## config.mk

```make
export PLATFORM = sky130hd
export DESIGN_NAME = seg_scan_ctrl
export DESIGN_NICKNAME = d
export VERILOG_FILES = /design/src/rtl/seg_pkg.sv /design/src/rtl/seg_hex_decode.sv /design/src/rtl/seg_scan_ctrl.sv
export SDC_FILE = /design/constraint.sdc
export NUM_CORES = 1
export LEC_CHECK = 0
export CELL_PAD_IN_SITES_DETAIL_PLACEMENT = 1
export CELL_PAD_IN_SITES_GLOBAL_PLACEMENT = 1
export CORE_UTILIZATION = 42
export DETAILED_ROUTE_END_ITERATION = 16
export PLACE_DENSITY = 0.75
export SLEW_MARGIN = 20
export SYNTH_ARGS = -nofsm -noshare
export SYNTH_HDL_FRONTEND = slang
export SYNTH_SLANG_ARGS = --single-unit
```

## constraint.sdc

```tcl
create_clock -name clk -period 2.3 [get_ports clk]
set_clock_uncertainty 0.15 [all_clocks]
set_input_delay 0.69 -clock clk [delete_from_list [all_inputs] [get_ports clk]]
set_output_delay 0.69 -clock clk [all_outputs]
set_load 0.02 [all_outputs]
```

## src/rtl/seg_pkg.sv

```systemverilog
// Shared constants, segment patterns and scan FSM state type for the
// eight-digit multiplexed seven-segment scan controller.
package seg_pkg;

    localparam int          NUM_DIGITS = 8;
    localparam logic [7:0]  ANODE_OFF  = 8'hFF;
    localparam logic [6:0]  SEG_OFF    = 7'h7F;

    // Active-low {g,f,e,d,c,b,a} patterns for hex digits 0..F
    localparam logic [6:0] HEX_SEG [16] = '{
        7'h40, 7'h79, 7'h24, 7'h30, 7'h19, 7'h12, 7'h02, 7'h78,
        7'h00, 7'h10, 7'h08, 7'h03, 7'h46, 7'h21, 7'h06, 7'h0E
    };

    typedef enum logic {
        ST_BLANK = 1'b0,
        ST_SHOW  = 1'b1
    } scan_state_t;

endpackage

```

## src/rtl/seg_hex_decode.sv

```systemverilog
// Combinational hex nibble to active-low seven-segment pattern decoder.
module seg_hex_decode
    import seg_pkg::*;
(
    input  logic [3:0] nibble,
    output logic [6:0] seg
);

    assign seg = HEX_SEG[nibble];

endmodule

```

## src/rtl/seg_scan_ctrl.sv

```systemverilog
// Eight-digit seven-segment scan controller with tear-free frame-boundary updates.
// Define SEG_GHOST_BLANK_EN to enable BLANK_CYC anti-ghosting dead-time per slot.
module seg_scan_ctrl
    import seg_pkg::*;
#(
    parameter int TICK_DIV  = 100000,
    parameter int BLANK_CYC = 1000
) (
    input  logic        clk,
    input  logic        rst_n,
    input  logic        upd_valid,
    output logic        upd_ready,
    input  logic [31:0] upd_digits,
    input  logic [7:0]  upd_en,
    input  logic [7:0]  upd_dp,
    output logic [7:0]  anode,
    output logic [6:0]  seg,
    output logic        dp,
    output logic        frame_start
);

    localparam int CNT_W = (TICK_DIV < 2) ? 1 : $clog2(TICK_DIV);

`ifdef SEG_GHOST_BLANK_EN
    localparam int BLANK_EFF = BLANK_CYC;
    generate
        if (BLANK_CYC >= TICK_DIV || TICK_DIV < 2) begin : g_bad_params
            $error("seg_scan_ctrl: need TICK_DIV >= 2 and BLANK_CYC < TICK_DIV");
        end
    endgenerate
`else
    // Dead-time disabled: BLANK_CYC stays on the interface but has no effect
    localparam int BLANK_EFF = 0 * BLANK_CYC;
    generate
        if (TICK_DIV < 2) begin : g_bad_params
            $error("seg_scan_ctrl: need TICK_DIV >= 2");
        end
    endgenerate
`endif

    logic [CNT_W-1:0] cnt_reg, cnt_next;
    logic [2:0]       idx_reg, idx_next;
    scan_state_t      state_reg, state_next;
    logic             slot_end, frame_end, show_now, handshake;

    logic [31:0] active_digits_reg, pend_digits_reg;
    logic [7:0]  active_en_reg, active_dp_reg, pend_en_reg, pend_dp_reg;
    logic        pend_valid_reg;

    logic [7:0]  anode_reg, anode_sel;
    logic [6:0]  seg_reg, seg_dec;
    logic        dp_reg, frame_start_reg;

    always_comb begin
        slot_end   = (cnt_reg == CNT_W'(TICK_DIV - 1));
        frame_end  = slot_end && (idx_reg == 3'd7);
        cnt_next   = slot_end ? '0 : cnt_reg + 1'b1;
        idx_next   = slot_end ? idx_reg + 3'd1 : idx_reg;
        state_next = state_reg;
        case (state_reg)
            ST_BLANK: if (BLANK_EFF == 0 || cnt_next == CNT_W'(BLANK_EFF)) state_next = ST_SHOW;
            ST_SHOW:  if (slot_end && BLANK_EFF != 0) state_next = ST_BLANK;
            default:  state_next = ST_BLANK;
        endcase
        // Without dead-time the whole slot is SHOW, including the first cycle after reset
        show_now  = (state_reg == ST_SHOW) || (BLANK_EFF == 0);
        handshake = upd_valid && !pend_valid_reg;
    end

    generate
        for (genvar gi = 0; gi < NUM_DIGITS; gi++) begin : g_anode
            assign anode_sel[gi] = ~(active_en_reg[gi] && (idx_reg == 3'(gi)));
        end
    endgenerate

    seg_hex_decode u_dec (
        .nibble (active_digits_reg[{idx_reg, 2'b00} +: 4]),
        .seg    (seg_dec)
    );

    always_ff @(posedge clk or negedge rst_n) begin
        if (!rst_n) begin
            cnt_reg   <= '0;
            idx_reg   <= '0;
            state_reg <= ST_BLANK;
        end else begin
            cnt_reg   <= cnt_next;
            idx_reg   <= idx_next;
            state_reg <= state_next;
        end
    end

    // Pending buffer is promoted only on the last edge of a frame so a frame never tears
    always_ff @(posedge clk or negedge rst_n) begin
        if (!rst_n) begin
            pend_valid_reg    <= 1'b0;
            pend_digits_reg   <= '0;
            pend_en_reg       <= '0;
            pend_dp_reg       <= '0;
            active_digits_reg <= '0;
            active_en_reg     <= '0;
            active_dp_reg     <= '0;
        end else if (frame_end && pend_valid_reg) begin
            active_digits_reg <= pend_digits_reg;
            active_en_reg     <= pend_en_reg;
            active_dp_reg     <= pend_dp_reg;
            pend_valid_reg    <= 1'b0;
        end else if (handshake) begin
            pend_digits_reg   <= upd_digits;
            pend_en_reg       <= upd_en;
            pend_dp_reg       <= upd_dp;
            pend_valid_reg    <= 1'b1;
        end
    end

    always_ff @(posedge clk or negedge rst_n) begin
        if (!rst_n) begin
            anode_reg       <= ANODE_OFF;
            seg_reg         <= SEG_OFF;
            dp_reg          <= 1'b1;
            frame_start_reg <= 1'b0;
        end else begin
            anode_reg       <= show_now ? anode_sel : ANODE_OFF;
            seg_reg         <= show_now ? seg_dec : SEG_OFF;
            dp_reg          <= show_now ? ~active_dp_reg[idx_reg] : 1'b1;
            frame_start_reg <= (idx_reg == 3'd0) && (cnt_reg == '0);
        end
    end

    assign anode       = anode_reg;
    assign seg         = seg_reg;
    assign dp          = dp_reg;
    assign frame_start = frame_start_reg;
    assign upd_ready   = ~pend_valid_reg;

endmodule
```

After elaboration in Yosys (flattened, before gate mapping)
Memory sizes are Yosys's and may differ from the RTL's. A register that Yosys moved wholly into a read port is not among the register bits.
Index checks and enable logic that the tools add are counted.

storage, ports and cells
  flip-flop bits (word level) = 127
  memories = 1
  input port bits = 51
  ROM bits = 112
  logic and storage cells = 60
  output and inout port bits = 18

memories
  memory            words  width  read ports  clocked after Yosys merged registers in  write ports  RTL line             text
  (name not given)  16     7      1           1                                        0            seg_hex_decode.sv:9  assign seg = HEX_SEG[nibble];

cells by class
  shift-type cells = 1
  order comparisons = 1
  reduce and logical (&&, ||, !) cells = 18
  equality and inequality tests = 8
  bitwise operators = 12
  muxes and demuxes = 5
  add/sub/neg operators = 2

operators with widths
  cell                   count
  $shiftx 32x6->4        1
  $add 17x1->17 const B  1
  $eq 17x17->1 const B   1
  $logic_not 17->1       1
  $mux 17                1
  $eq 3x3->1 const B     4
  $logic_and 1x1->1      12
  $not 1->1              11
  $eq 3x2->1 const B     2
  $not 4->5              1
  $lt 3x4->1 const B     1
  $add 3x1->3 const B    1
  $bmux 1 s3             1
  $eq 3x1->1 const B     1
  $logic_not 3->1        1
  $mux 1                 3
  $logic_not 1->1        2
  $reduce_and 2->1       1
  $reduce_bool 2->1      1

Logic depth before layout (Yosys ltp)
  depth in word-level cells = 5
  mapped depth = 8
  depth with buffers taken out = 7

Hierarchy
From an unflattened synthesis, not the netlist that was laid out.

second synthesis, totals
  cell total of the unflattened synthesis = 396
  area, all modules = 5751.8 um^2

modules (own cells, without submodules)
  module          cells an instance  area each (um^2)  instances  sequential area each (um^2)
  seg_scan_ctrl   361                5504.0            1          3373.2
  seg_hex_decode  35                 247.7             1          0.0

Worst setup path before layout
No wires, ideal clock.

  path type = flip-flop to flip-flop
  start point = register idx_reg[0]
  end point = register seg_reg[4], in the netlist seg[4]
  stages on the path, launching flop included = 8
  clock period less this slack = 2.340 ns
  data arrival time = 2.112 ns
  setup slack = -0.040 ns
  library setup time = 0.079 ns
  path buffers = 1
  data required time = 2.071 ns
  cell sequence = dfrtp_1 buf_6 mux4_2 mux2i_1 inv_1 ha_1 mux2_2 o21ai_0

between the ends
  word-level cells in the longest chain between the ends = 2

RTL lines
  what                             RTL line             text
  start, declared                  seg_scan_ctrl.sv:42  logic [2:0] idx_reg, idx_next;
  start signal, assigned           seg_scan_ctrl.sv:88  idx_reg <= idx_next;
  $shiftx 32x6->4                  seg_scan_ctrl.sv:77  .nibble (active_digits_reg[{idx_reg, 2'b00} +: 4]),
  $not 4->5 (implied by the code)  seg_hex_decode.sv:9
  end, declared                    seg_scan_ctrl.sv:51  logic [6:0] seg_reg, seg_dec;

No other way between the ends.
A chain may end at the register's enable or synchronous reset.

Worst setup path in the final report
  start point = register idx_reg[0]
  end point = register seg_reg[1], in the netlist seg[1]

The elaborated chain is that of the path after synthesis.

==> results.py <==
metrics = {
    "clock_tree": {
        "tritoncts": "done",
        "clk_latency_ns": 0.42,
        "count_of_clock_tree_sinks": 134,
        "cts_max_level": 4,
        "ctsHoldBuffers": 0,
        "cts_inserted_buffers": 17,
        "clk_pin_slew_ns": 0.06,
        "clockRootBuffer": "sky130_fd_sc_hd__clkbuf_16",
        "cts_buffer_depth": 2,
    },
    "logic_synthesis": {
        "largest_family_of_logic_cells_by_synthesized_area": "multiplexers",
        "synth.avg_cell_area_um2": 15.0,
        "post_synth_fa_ha_maj_area_fraction_pct": 2.85,
        "synthDistinctLibCells": 41,
        "synth_compound_gate_area_share_pct": 1.20,
        "synth_flop_cell": "sky130_fd_sc_hd__dfrtp_1",
        "leading_cell_type_by_number_of_instances_after_synthesis": "sky130_fd_sc_hd__dfrtp_1",
        "synthTopCellsByArea": "sky130_fd_sc_hd__dfrtp_1 (52%), sky130_fd_sc_hd__mux2_2 (18%), sky130_fd_sc_hd__dfstp_2 (7.4%), sky130_fd_sc_hd__mux4_2 (3.5%), sky130_fd_sc_hd__ha_1 (2.8%)",
        "yosys.area_share.xor_xnor_pct": 2.30,
        "syn_area_mm2": 0.00571,
        "synth.area.mux_share_pct": 26.1,
        "ys_seq_area_share_pct": 59.1,
        "yosys_warnings": 0,
        "post_synth_and_or_nand_nor_area_fraction_pct": 5.94,
        "synthArstFlopShare_pct": 100,
        "synth_fp_nets": 445,
        "yosysTopAreaCell": "sky130_fd_sc_hd__dfrtp_1",
        "synth-edff-count": 0,
        "synth.top_cell.area_share_pct": 51.7,
        "netlist_top_cells_count": "sky130_fd_sc_hd__dfrtp_1 (118), sky130_fd_sc_hd__mux2_2 (91), sky130_fd_sc_hd__dfstp_2 (16), sky130_fd_sc_hd__nand3_1 (16), sky130_fd_sc_hd__ha_1 (13)",
        "syn-instance-count": 381,
        "count_of_state_elements_after_synthesis": 134,
    },
    "layout": {
        "final_nets": 554,
        "n_antenna_cell": 0,
        "fillers": 1303,
        "layout-area-overhead-vs-synth_pct": 31.7,
        "utilization_pct": 56.8,
        "post_route_cells_drive_above_1_share_pct": 41.0,
    },
    "sta": {
        "final_min_period_ns": 2.32,
        "final.period_utilization_pct": 101,
        "timing.final.hold_violations": 0,
        "grt_setup_unrepaired": "yes",
        "fin_worst_setup_slack_ns": -0.0188,
        "worst_pin_slew_ns": 0.469,
        "timing.max_slew.rel_slack_pct": 68.8,
        "final_hold_slack_ns": 0.118,
        "finalSetupViolations": 1,
        "slew_viol_final": 0,
        "max_clock_freq_mhz": 431,
    },
    "worst_setup_path": {
        "rr_worst_depth": 8,
        "arrival_ns": 2.51,
        "critical_path_class": "reg -> reg",
        "timing.critical_path.from_type": "flop",
        "critPathRequiredTime_ns": 2.50,
        "cp_max_fo": 7,
        "timing.critical_path.to_type": "flop",
    },
    "floorplan": {
        "die_width_um": 119,
        "io_pins": 69,
        "chipHeight_um": 119,
        "design.core.area_mm2": 0.0132,
        "floorplan.initialDensity_pct": 43.1,
        "std_cell_rows": 42,
        "die_outline_area_mm2": 0.0141,
    },
    "global_routing": {
        "gr-total-overflow": 0,
        "grt_antenna_before_repair": 0,
        "grtUsageTotal_pct": 19.2,
        "grt_start_max_net_pins": 87,
        "first_global_vias": 3884,
        "global_route_wire_length_before_repair_um": 20700,
    },
    "outcome": {
        "status": "finished with violations",
        "failing_checks": "negative setup slack",
    },
    "power_and_ir_drop": {
        "power.density_mw_per_mm2": 708,
        "lkg_pwr_uw": 0.00338,
        "irDropWorstVdd_mv": 0.474,
    },
    "flow_run": {
        "timing.max_cap.violations": 0,
    },
    "detailed_routing": {
        "detail_route.vias_per_cell": 5.11,
        "antenna_left": 0,
        "drt_pass1_iterations": 4,
        "route.detailed.drc": 0,
        "routed_wl_um": 13000,
        "routedWlPerCell_um": 19.1,
        "first_iter_violations": 94,
        "vias": 3473,
    },
    "place": {
        "dp.final_hpwl_um": 7970,
        "gpl.final_weighted_congestion": 0.797,
        "port_buffer_count": 68,
    },
    "worst_hold_path": {
        "worst_hold_path_type": "in -> async",
    },
}
==> power breakdown <==
| group | total, uW | internal, uW | switching [uW] |
|---|---|---|---|
| combinational | 236 | 152 | 84.5 |
| sequential | 2520 | 2460 | 57.7 |
| clock | 2580 | 1520 | 1060 |
==> worst max-delay path, cell delays in order, from the launching register on <==
cell	delay, ns
sky130_fd_sc_hd__dfrtp_1	0.39
sky130_fd_sc_hd__buf_6	0.17
sky130_fd_sc_hd__mux4_2	0.55
sky130_fd_sc_hd__mux2i_4	0.26
sky130_fd_sc_hd__buf_6	0.15
sky130_fd_sc_hd__ha_4	0.13
sky130_fd_sc_hd__inv_2	0.04
sky130_fd_sc_hd__or3_1	0.33
sky130_fd_sc_hd__o21ai_1	0.09
==> area by class of cell <==
class	instances	area, um2	area share, %
Clock buffer	18	439	5.84
Multi-Input combinational cell	220	2270	30.2
Inverter	12	45.0	0.599
Tap cell	176	220	2.93
Timing Repair Buffer	105	1050	13.9
Sequential cell	134	3370	44.8
Clock inverter	14	130	1.73
==> layout by cell type, fill, tap and decap left out, drive strengths merged, types with 2 or more instances in the layout <==
master | synthesis | final
a21oi | 2 | 2
nand2 | 9 | 9
dfstp | 16 | 16
nor2 | 11 | 11
nor3 | 3 | 3
clkbuf | 0 | 20
ha | 13 | 13
clkinv | 0 | 4
and4 | 2 | 2
o21ai | 2 | 2
xnor2 | 11 | 11
dfrtp | 118 | 118
nor2b | 2 | 2
mux4 | 10 | 10
clkdlybuf4s50 | 0 | 50
nand4 | 4 | 4
xor2 | 4 | 4
nor3b | 2 | 2
mux2i | 11 | 11
buf | 15 | 36
or3 | 2 | 2
nand3 | 16 | 16
dlygate4sd2 | 0 | 17
nor4 | 4 | 4
o31ai | 3 | 3
inv | 12 | 13
mux2 | 100 | 100
or4 | 2 | 2
clkinvlp | 0 | 8
==> stage by stage <==
step                setup slack [ns]  area (um2)  instances  power [uW]  setup TNS [ns]
global placement              0.0492        6770        634        2780               0
global route                  -0.105        7520        679        5510           -1.20
detailed placement           -0.0185        6770        634        2800         -0.0253
finish                       -0.0188        7520        679        5330         -0.0188
floorplan                     0.0239        5720        381        2610               0
CTS                          0.00174        7360        670        5370               0
==> metal layers <==
metal	wire length, um	track usage (%)	vias up
met5	0	0	-
li1	-	-	1582
met3	368	4.20	25
met2	6820	31.8	66
met4	298	8.31	0
met1	5510	24.3	1800
==> logic make-up after synthesis <==
group / Yosys count
AO/OA/AOI/OAI: 10
XOR/XNOR: 15
adder cells (fa/ha/maj): 13
buffers and inverters: 27
flip-flops: 134
multiplexers: 121
AND/OR/NAND/NOR: 61
==> final timing paths <==
check	start	endpoint	slack (ns)
setup / recovery	idx_reg[0]	seg[1]	-0.02
hold / removal	rst_n	pend_digits_reg[17]	0.12
setup reg to reg	idx_reg[0]	seg[1]	-0.02
hold reg to reg	active_en_reg[3]	anode[3]	0.26
max in group asynchronous	rst_n	anode[0]	1.44
min in group clk	active_en_reg[3]	anode[3]	0.26
==> repair_timing <==
action | CTS | global route
setup buffers | 4 | 6
pin swaps | 0 | 4
endpoints found under the setup margin | 28 | 51
endpoints found under the hold margin | 0 | 0
resized for setup | 19 | 22
gates cloned | 0 | 4
Note: power is estimated with default switching activity, not from simulation.
